**config.mk**
```make
export PLATFORM = sky130hd
export DESIGN_NAME = reset_detect_mc_flat
export DESIGN_NICKNAME = d
export VERILOG_FILES = /design/src/rtl/reset_detect_mc_if.sv /design/src/rtl/reset_detect_mc.sv /design/src/flat_wrapper.sv
export SDC_FILE = /design/constraint.sdc
export NUM_CORES = 1
export LEC_CHECK = 0
export CAP_MARGIN = 20
export CORE_ASPECT_RATIO = 0.8
export CORE_MARGIN = 3
export CORE_UTILIZATION = 40
export DETAILED_ROUTE_END_ITERATION = 8
export GPL_TIMING_DRIVEN = 0
export PLACE_DENSITY = 0.7
export SLEW_MARGIN = 30
export SYNTH_ARGS = -nofsm -noshare
export SYNTH_HDL_FRONTEND = slang
export SYNTH_SLANG_ARGS = --single-unit
```
**constraint.sdc**
```tcl
create_clock -name CLK60MHZ -period 2.55 [get_ports CLK60MHZ]
set_clock_uncertainty 0.15 [all_clocks]
set_input_delay 0.255 -clock CLK60MHZ [delete_from_list [all_inputs] [get_ports CLK60MHZ]]
set_output_delay 0.255 -clock CLK60MHZ [all_outputs]
set_load 0.03 [all_outputs]
```
**src/rtl/reset_detect_mc_if.sv**
```systemverilog
// Host register bus for reset_detect_mc.
//
// Handshake: reg_wr is a single-cycle write strobe qualified by reg_addr and
// reg_wdata on the same CLK60MHZ rising edge. There is no ready signal; every
// write is accepted in the cycle it is presented. reg_rdata is combinational
// from reg_addr and the register state, so a read needs no strobe.
//
// Signals:
//   reg_wr     host -> block  write strobe
//   reg_addr   host -> block  4-bit register address
//   reg_wdata  host -> block  32-bit write data
//   reg_rdata  block -> host  32-bit read data
interface reset_detect_mc_if;
  logic        reg_wr;
  logic [3:0]  reg_addr;
  logic [31:0] reg_wdata;
  logic [31:0] reg_rdata;

  modport master (output reg_wr, output reg_addr, output reg_wdata, input reg_rdata);
  modport slave  (input reg_wr, input reg_addr, input reg_wdata, output reg_rdata);
endinterface

```
**src/rtl/reset_detect_mc.sv**
```systemverilog
// reset_detect_mc: multi-channel reset-source detector.
//
// Each raw active-low reset source is synchronised, noise filtered and
// reported on rst_filt_b. While break mode (svmoduser) is active, an
// unmasked filtered reset raises a sticky flag; flag_any is the registered
// OR of the flags. Optional per-channel event counters count filtered
// falling edges.
//
// Optional feature: define RESET_DETECT_MC_CNT_EN to build the event
// counters (addresses 8..8+NCH-1). Without it those addresses read 0 and
// writes to them are ignored.
//
// Ports:
//   CLK60MHZ    system clock, all state on its rising edge
//   pocrflclr   asynchronous active-high reset
//   rst_b       raw active-low reset sources (asynchronous)
//   svmoduser   break-mode user SVMOD (asynchronous)
//   bus         host register bus (reset_detect_mc_if.slave)
//   rst_filt_b  filtered active-low resets
//   flag_any    OR of all flags, registered
//
// Register map: 0 flags (W1C), 1 mask (R/W), 2 {svmod_s, rst_filt_b} (RO),
// 8+i cnt[i] (R/W). Everything else reads 0 and ignores writes.
module reset_detect_mc #(
  parameter int NCH = 4,
  parameter int FLT_LEN = 6,
  parameter int CNT_W = 8,
  parameter logic [NCH-1:0] AUTOCLR_MASK = {NCH{1'b0}}
) (
  input  logic                CLK60MHZ,
  input  logic                pocrflclr,
  input  logic [NCH-1:0]      rst_b,
  input  logic                svmoduser,
  reset_detect_mc_if.slave    bus,
  output logic [NCH-1:0]      rst_filt_b,
  output logic                flag_any
);

  localparam logic [7:0] FLT_RELOAD = 8'(FLT_LEN - 1);

  logic [NCH-1:0] rst_s1, rst_s2, rst_prev;
  logic [7:0]     flt_cnt [NCH];
  logic           sv_s1, svmod_s, svmod_d;
  logic [NCH-1:0] flag, mask;
  logic [NCH-1:0] flag_set, flag_clr, flag_nxt;
  logic           wr_flag, wr_mask, autoclr;
  logic [31:0]    rdata;
  logic           unused_wdata;

  assign unused_wdata = ^bus.reg_wdata;

  // Two-flop synchronisers. The SVMOD synchroniser resets to its inactive
  // level (0) so leaving reset never looks like a break-mode exit.
  always_ff @(posedge CLK60MHZ or posedge pocrflclr) begin
    if (pocrflclr) begin
      rst_s1  <= '1;
      rst_s2  <= '1;
      sv_s1   <= 1'b0;
      svmod_s <= 1'b0;
      svmod_d <= 1'b0;
    end else begin
      rst_s1  <= rst_b;
      rst_s2  <= rst_s1;
      sv_s1   <= svmoduser;
      svmod_s <= sv_s1;
      svmod_d <= svmod_s;
    end
  end

  // Glitch filter: any change of the synchronised input reloads the counter;
  // the output follows on the edge where the counter steps 1 -> 0, i.e. after
  // FLT_LEN identical synchronised samples.
  always_ff @(posedge CLK60MHZ or posedge pocrflclr) begin
    if (pocrflclr) begin
      rst_prev   <= '1;
      rst_filt_b <= '1;
      for (int i = 0; i < NCH; i++) flt_cnt[i] <= FLT_RELOAD;
    end else begin
      for (int i = 0; i < NCH; i++) begin
        if (rst_s2[i] != rst_prev[i]) begin
          flt_cnt[i]  <= FLT_RELOAD;
          rst_prev[i] <= rst_s2[i];
        end else if (flt_cnt[i] != 8'd0) begin
          flt_cnt[i] <= flt_cnt[i] - 8'd1;
          if (flt_cnt[i] == 8'd1) rst_filt_b[i] <= rst_s2[i];
        end
      end
    end
  end

  assign wr_flag  = bus.reg_wr && (bus.reg_addr == 4'd0);
  assign wr_mask  = bus.reg_wr && (bus.reg_addr == 4'd1);
  assign autoclr  = svmod_d & ~svmod_s;
  assign flag_set = ~rst_filt_b & {NCH{svmod_s}} & ~mask;
  assign flag_clr = (wr_flag ? bus.reg_wdata[NCH-1:0] : '0) |
                    (autoclr ? AUTOCLR_MASK : '0);
  // Set is ORed in after the clear so a simultaneous set wins.
  assign flag_nxt = flag_set | (flag & ~flag_clr);

  always_ff @(posedge CLK60MHZ or posedge pocrflclr) begin
    if (pocrflclr) begin
      flag     <= '0;
      mask     <= '0;
      flag_any <= 1'b0;
    end else begin
      flag     <= flag_nxt;
      flag_any <= |flag;
      if (wr_mask) mask <= bus.reg_wdata[NCH-1:0];
    end
  end

`ifdef RESET_DETECT_MC_CNT_EN
  logic [CNT_W-1:0] cnt [NCH];
  logic [NCH-1:0]   rst_filt_d;
  logic [NCH-1:0]   filt_fall;

  // rst_filt_d resets inactive so the reset itself never counts as an edge.
  assign filt_fall = rst_filt_d & ~rst_filt_b & ~mask;

  always_ff @(posedge CLK60MHZ or posedge pocrflclr) begin
    if (pocrflclr) begin
      rst_filt_d <= '1;
      for (int i = 0; i < NCH; i++) cnt[i] <= '0;
    end else begin
      rst_filt_d <= rst_filt_b;
      for (int i = 0; i < NCH; i++) begin
        if (bus.reg_wr && (bus.reg_addr == 4'(8 + i)))
          cnt[i] <= bus.reg_wdata[CNT_W-1:0];
        else if (filt_fall[i] && (cnt[i] != '1))
          cnt[i] <= cnt[i] + CNT_W'(1);
      end
    end
  end
`endif

  always_comb begin
    rdata = '0;
    case (bus.reg_addr)
      4'd0:    rdata = 32'(flag);
      4'd1:    rdata = 32'(mask);
      4'd2:    rdata = 32'({svmod_s, rst_filt_b});
      default: rdata = '0;
    endcase
`ifdef RESET_DETECT_MC_CNT_EN
    for (int i = 0; i < NCH; i++)
      if (bus.reg_addr == 4'(8 + i)) rdata = 32'(cnt[i]);
`endif
  end

  assign bus.reg_rdata = rdata;

endmodule

```
**src/flat_wrapper.sv**
```systemverilog
// flat-port wrapper written by rule: the top's interface ports become plain ports
module reset_detect_mc_flat 
#(
  parameter int NCH = 4,
  parameter int FLT_LEN = 6,
  parameter int CNT_W = 8,
  parameter logic [NCH-1:0] AUTOCLR_MASK = {NCH{1'b0}}
)
  (CLK60MHZ, pocrflclr, rst_b, svmoduser, rst_filt_b, flag_any, bus_reg_wr, bus_reg_addr, bus_reg_wdata, bus_reg_rdata);
  reset_detect_mc_if bus_i ();
  input  logic CLK60MHZ;
  input  logic pocrflclr;
  input  logic [NCH-1:0] rst_b;
  input  logic svmoduser;
  output logic [NCH-1:0] rst_filt_b;
  output logic flag_any;
  input wire logic [$bits(bus_i.reg_wr)-1:0] bus_reg_wr;
  input wire logic [$bits(bus_i.reg_addr)-1:0] bus_reg_addr;
  input wire logic [$bits(bus_i.reg_wdata)-1:0] bus_reg_wdata;
  output wire logic [$bits(bus_i.reg_rdata)-1:0] bus_reg_rdata;
  assign bus_i.reg_wr = bus_reg_wr;
  assign bus_i.reg_addr = bus_reg_addr;
  assign bus_i.reg_wdata = bus_reg_wdata;
  assign bus_reg_rdata = bus_i.reg_rdata;
  reset_detect_mc #(.NCH(NCH), .FLT_LEN(FLT_LEN), .CNT_W(CNT_W), .AUTOCLR_MASK(AUTOCLR_MASK)) u_core (.CLK60MHZ(CLK60MHZ), .pocrflclr(pocrflclr), .rst_b(rst_b), .svmoduser(svmoduser), .bus(bus_i), .rst_filt_b(rst_filt_b), .flag_any(flag_any));
endmodule
```
==> results of run 1 <==
==> registers in the layout, indices dropped and copies added (netlist names) <==
signal / cells
u_core.flt_cnt: 32
u_core.rst_s2: 4
u_core.sv_s1: 1
u_core.rst_filt_b: 4
u_core.mask: 4
u_core.rst_s1: 4
u_core.flag: 4
u_core.rst_prev: 4
u_core.flag_any: 1
u_core.svmod_s: 1
==> cell usage in the layout, fill, tap and decap left out, types with 6 or more instances in the layout <==
cell and n:
dfrtp_1 35, buf_4 27, conb_1 27, o21ai_0 25
dfstp_2 24, clkdlybuf4s50_1 20, nand2_1 14, clkbuf_1 11
nand2b_1 11, nor3_1 10, clkbuf_8 9, nor4_1 8
or3_1 8, mux2i_1 8, a21oi_1 8, inv_1 8
ha_1 8, o211ai_1 7, a21boi_0 6, or4_1 6
o21a_1 6, nor2_1 6
==> layout make-up <==
class	count	area share
Clock buffer	9	0.03176
Inverter	9	0.009304
Buffer	40	0.06513
Sequential cell	59	0.3863
Multi-Input combinational cell	220	0.3776
Timing Repair Buffer	25	0.06641
Clock inverter	7	0.02984
Tap cell	105	0.03369
==> worst max-delay path, cell delays in order <==
cell             delay [ns]
clkdlybuf4s50_1        0.46
nor2_2                 0.36
and4b_1                0.28
clkdlybuf4s50_1        0.68
==> worst paths after layout <==
path	from	to	depth (start not counted)
max in group asynchronous	pocrflclr	u_core.flt_cnt[26]	3
setup / recovery	bus_reg_addr[3]	bus_reg_rdata[4]	4
hold / removal	pocrflclr	u_core.flt_cnt[22]	2
min in group CLK60MHZ	rst_b[3]	u_core.rst_s1[3]	1
hold reg to reg	u_core.rst_s1[2]	u_core.rst_s2[2]	0
setup reg to reg	u_core.flt_cnt[24]	u_core.flt_cnt[31]	6
==> repair_timing <==
action                     in CTS  in global routing
setup endpoints to repair       5                  1
hold endpoints to repair        0                  0
pin swaps                       0                  0
gates cloned                    0                  0
gates resized for setup         6                  3
==> cells by family (layout without fill, tap and decap cells) <==
logic type | after synthesis | after routing
flip-flops | 59 | 59
multiplexers | 12 | 12
AO/OA/AOI/OAI | 73 | 73
other | 1 | 27
XOR/XNOR | 6 | 6
AND/OR/NAND/NOR | 94 | 94
buffers and inverters | 49 | 90
adder cells (fa/ha/maj) | 8 | 8
==> cell usage after synthesis, types with 6 or more instances <==
cell type / instances / area [um^2]
o211ai_1: 7 / 52.55
clkbuf_1: 11 / 41.29
o21a_1: 6 / 45.04
ha_1: 8 / 100.1
mux2i_1: 8 / 80.08
nor3_1: 10 / 50.05
a21boi_0: 6 / 45.04
nand2_1: 14 / 52.55
nand2b_1: 11 / 68.82
nor2_1: 7 / 26.28
nor4_1: 8 / 50.05
o21ai_0: 25 / 125.1
or4_1: 6 / 45.04
buf_4: 27 / 202.7
inv_1: 9 / 33.78
a21oi_1: 8 / 40.04
dfstp_2: 24 / 630.6
or3_1: 8 / 50.05
dfrtp_1: 35 / 875.8
==> routing by layer <==
metal / wire length, um / vias up
li1: - / 1177
met1: 2915 / 1102
met2: 2629 / 54
met3: 328 / 9
met4: 75 / 0
met5: 0 / -
==> where the power goes <==
| part | total, mW | internal [mW] | switching (mW) |
|---|---|---|---|
| combinational | 0.722 | 0.341 | 0.381 |
| clock | 1.02 | 0.647 | 0.376 |
| sequential | 1.28 | 1.12 | 0.162 |
==> through the flow <==
stage	std cells	setup WS (ns)	utilization	setup TNS [ns]	power, mW
final	474	0.1166	0.5178	0	3.028
after global routing	474	0.06636	0.5178	0	3.205
after CTS	474	0.1303	0.5183	0	3.057
after detailed placement	458	-0.2217	0.4864	-0.6491	2.020
after global placement	457	-0.3815	0.4824	-13.70	1.985
after floorplan	328	0.4555	-	0	1.830
==> flow_metrics.py, run 1 <==
metrics = {
    "route": {
        "dr.pass1.iters": 4,
        "drcViolationCount": 0,
        "wl_mm": 5.949,
        "avgViaCountPerCell": 4.941,
        "wl_per_cell_um": 12.55,
        "drtAntennaViolNets": 0,
        "drtIter0Drc": 81,
        "vias": 2342,
    },
    "worst_setup_path": {
        "rrSetupSlack_ns": 0.39,
        "path_class": "input port to primary output",
        "worstSetupStartpointType": "input port",
        "required_ns": 2.14,
        "end_kind": "primary output",
        "critical_path_peak_fanout": 8,
        "worstPathArrival_ns": 2.03,
    },
    "synth": {
        "synth-simple-area-share": 0.1886,
        "syn_area_per_cell_um2": 10.48,
        "synth_fa_ha_area_frac": 0.03163,
        "async_flop_share": 1.000,
        "synth_compound_area_frac": 0.1554,
        "yosys-mux-area-fraction": 0.03954,
        "synth_edf_count": 0,
        "synthesis.area_um2": 3164,
        "synth_top_family_by_area": "simple AND/OR/NAND/NOR gates",
        "synth-main-ff-cell": "dfrtp_1",
        "synth_seq_cells": 59,
        "synth_cells": 302,
        "synth_xor_area_frac": 0.01661,
        "ys_seq_area_frac": 0.4761,
        "ys_warn_count": 0,
        "synth_cell_types": 46,
    },
    "floorplanning": {
        "die_x_um": 105.4,
        "start_util": 0.4201,
        "fp.coreArea_um2": 7532,
        "io_pins": 81,
        "die_h_um": 85.55,
        "dieArea_um2": 9020,
        "rows": 28,
    },
    "grt": {
        "globalRouteMet2Util": 0.2008,
        "gr-usage-met1": 0.1866,
        "grt_pass1_vias": 2115,
        "grt_start_max_net_pins": 46,
        "use_met3": 0.04515,
        "gr-total-overflow": 0,
        "grt_usage": 0.1354,
        "grt.busiest_layer": "met2",
        "antenna_found_initial": 0,
        "grt_pass1_wl_mm": 9.825,
    },
    "clock_tree": {
        "cts_sinks": 59,
        "cts_setup_buffers": 0,
        "clk_path_buf_depth": 2,
        "cts-root-buf": "clkbuf_8",
        "clk_pin_slew_ns": 0.07,
        "cts_tree": "built",
        "cts_buffers": 9,
        "htree_levels": 3,
        "clock_latency_ns": 0.34,
        "ctsHoldBuffers": 0,
    },
    "place": {
        "post_dp_cell_area_um2": 3664,
        "place_congestion": 0.7876,
        "hpwl_mm": 4.308,
        "port_buffers": 24,
    },
    "cells_and_area": {
        "area_growth_pct": 23.25,
        "multi_input_area_um2": 1473,
        "finish.instance_area_um2": 3900,
        "regArea_um2": 1506,
        "diodes": 0,
        "drive_above_1_share": 0.2493,
        "final_net_count": 416,
        "fill_cells": 679,
    },
    "sta": {
        "hold_violations": 0,
        "tightest_slew_ns": 0.7748,
        "maxSlewViolCount": 0,
        "post-route-min-period_ns": 2.433,
        "whs_ns": 0.04234,
        "maxSlewHeadroom": 0.4798,
        "post-route-period-util": 0.9543,
        "setup_viol": 0,
        "rsz0062_at_grt": "no",
        "fmax_ghz": 0.4110,
    },
    "hold_path": {
        "hold_path.class": "input port to asynchronous set/reset pin",
    },
    "pwr": {
        "p_leak_nw": 1.696,
        "power_density_nw_per_um2": 776.4,
        "peakVddDrop_v": 0.0004824,
    },
    "flow_run": {
        "cap_violations": 0,
    },
    "run_status": {
        "status": "complete, no violations",
    },
}
Note: power is estimated with default switching activity, not from simulation.
==> inputs of run 2 (changes only) <==
Settings changed: GPL_ROUTABILITY_DRIVEN set to 0.
==> results of run 2 <==
No change in the layout: final DEF, timing and power equal those of run 1.
==> inputs of run 3 (changes only) <==
Settings changed: TNS_END_PERCENT set to 10.
==> results of run 3 <==
No change in the layout: final DEF, timing and power equal those of run 1.
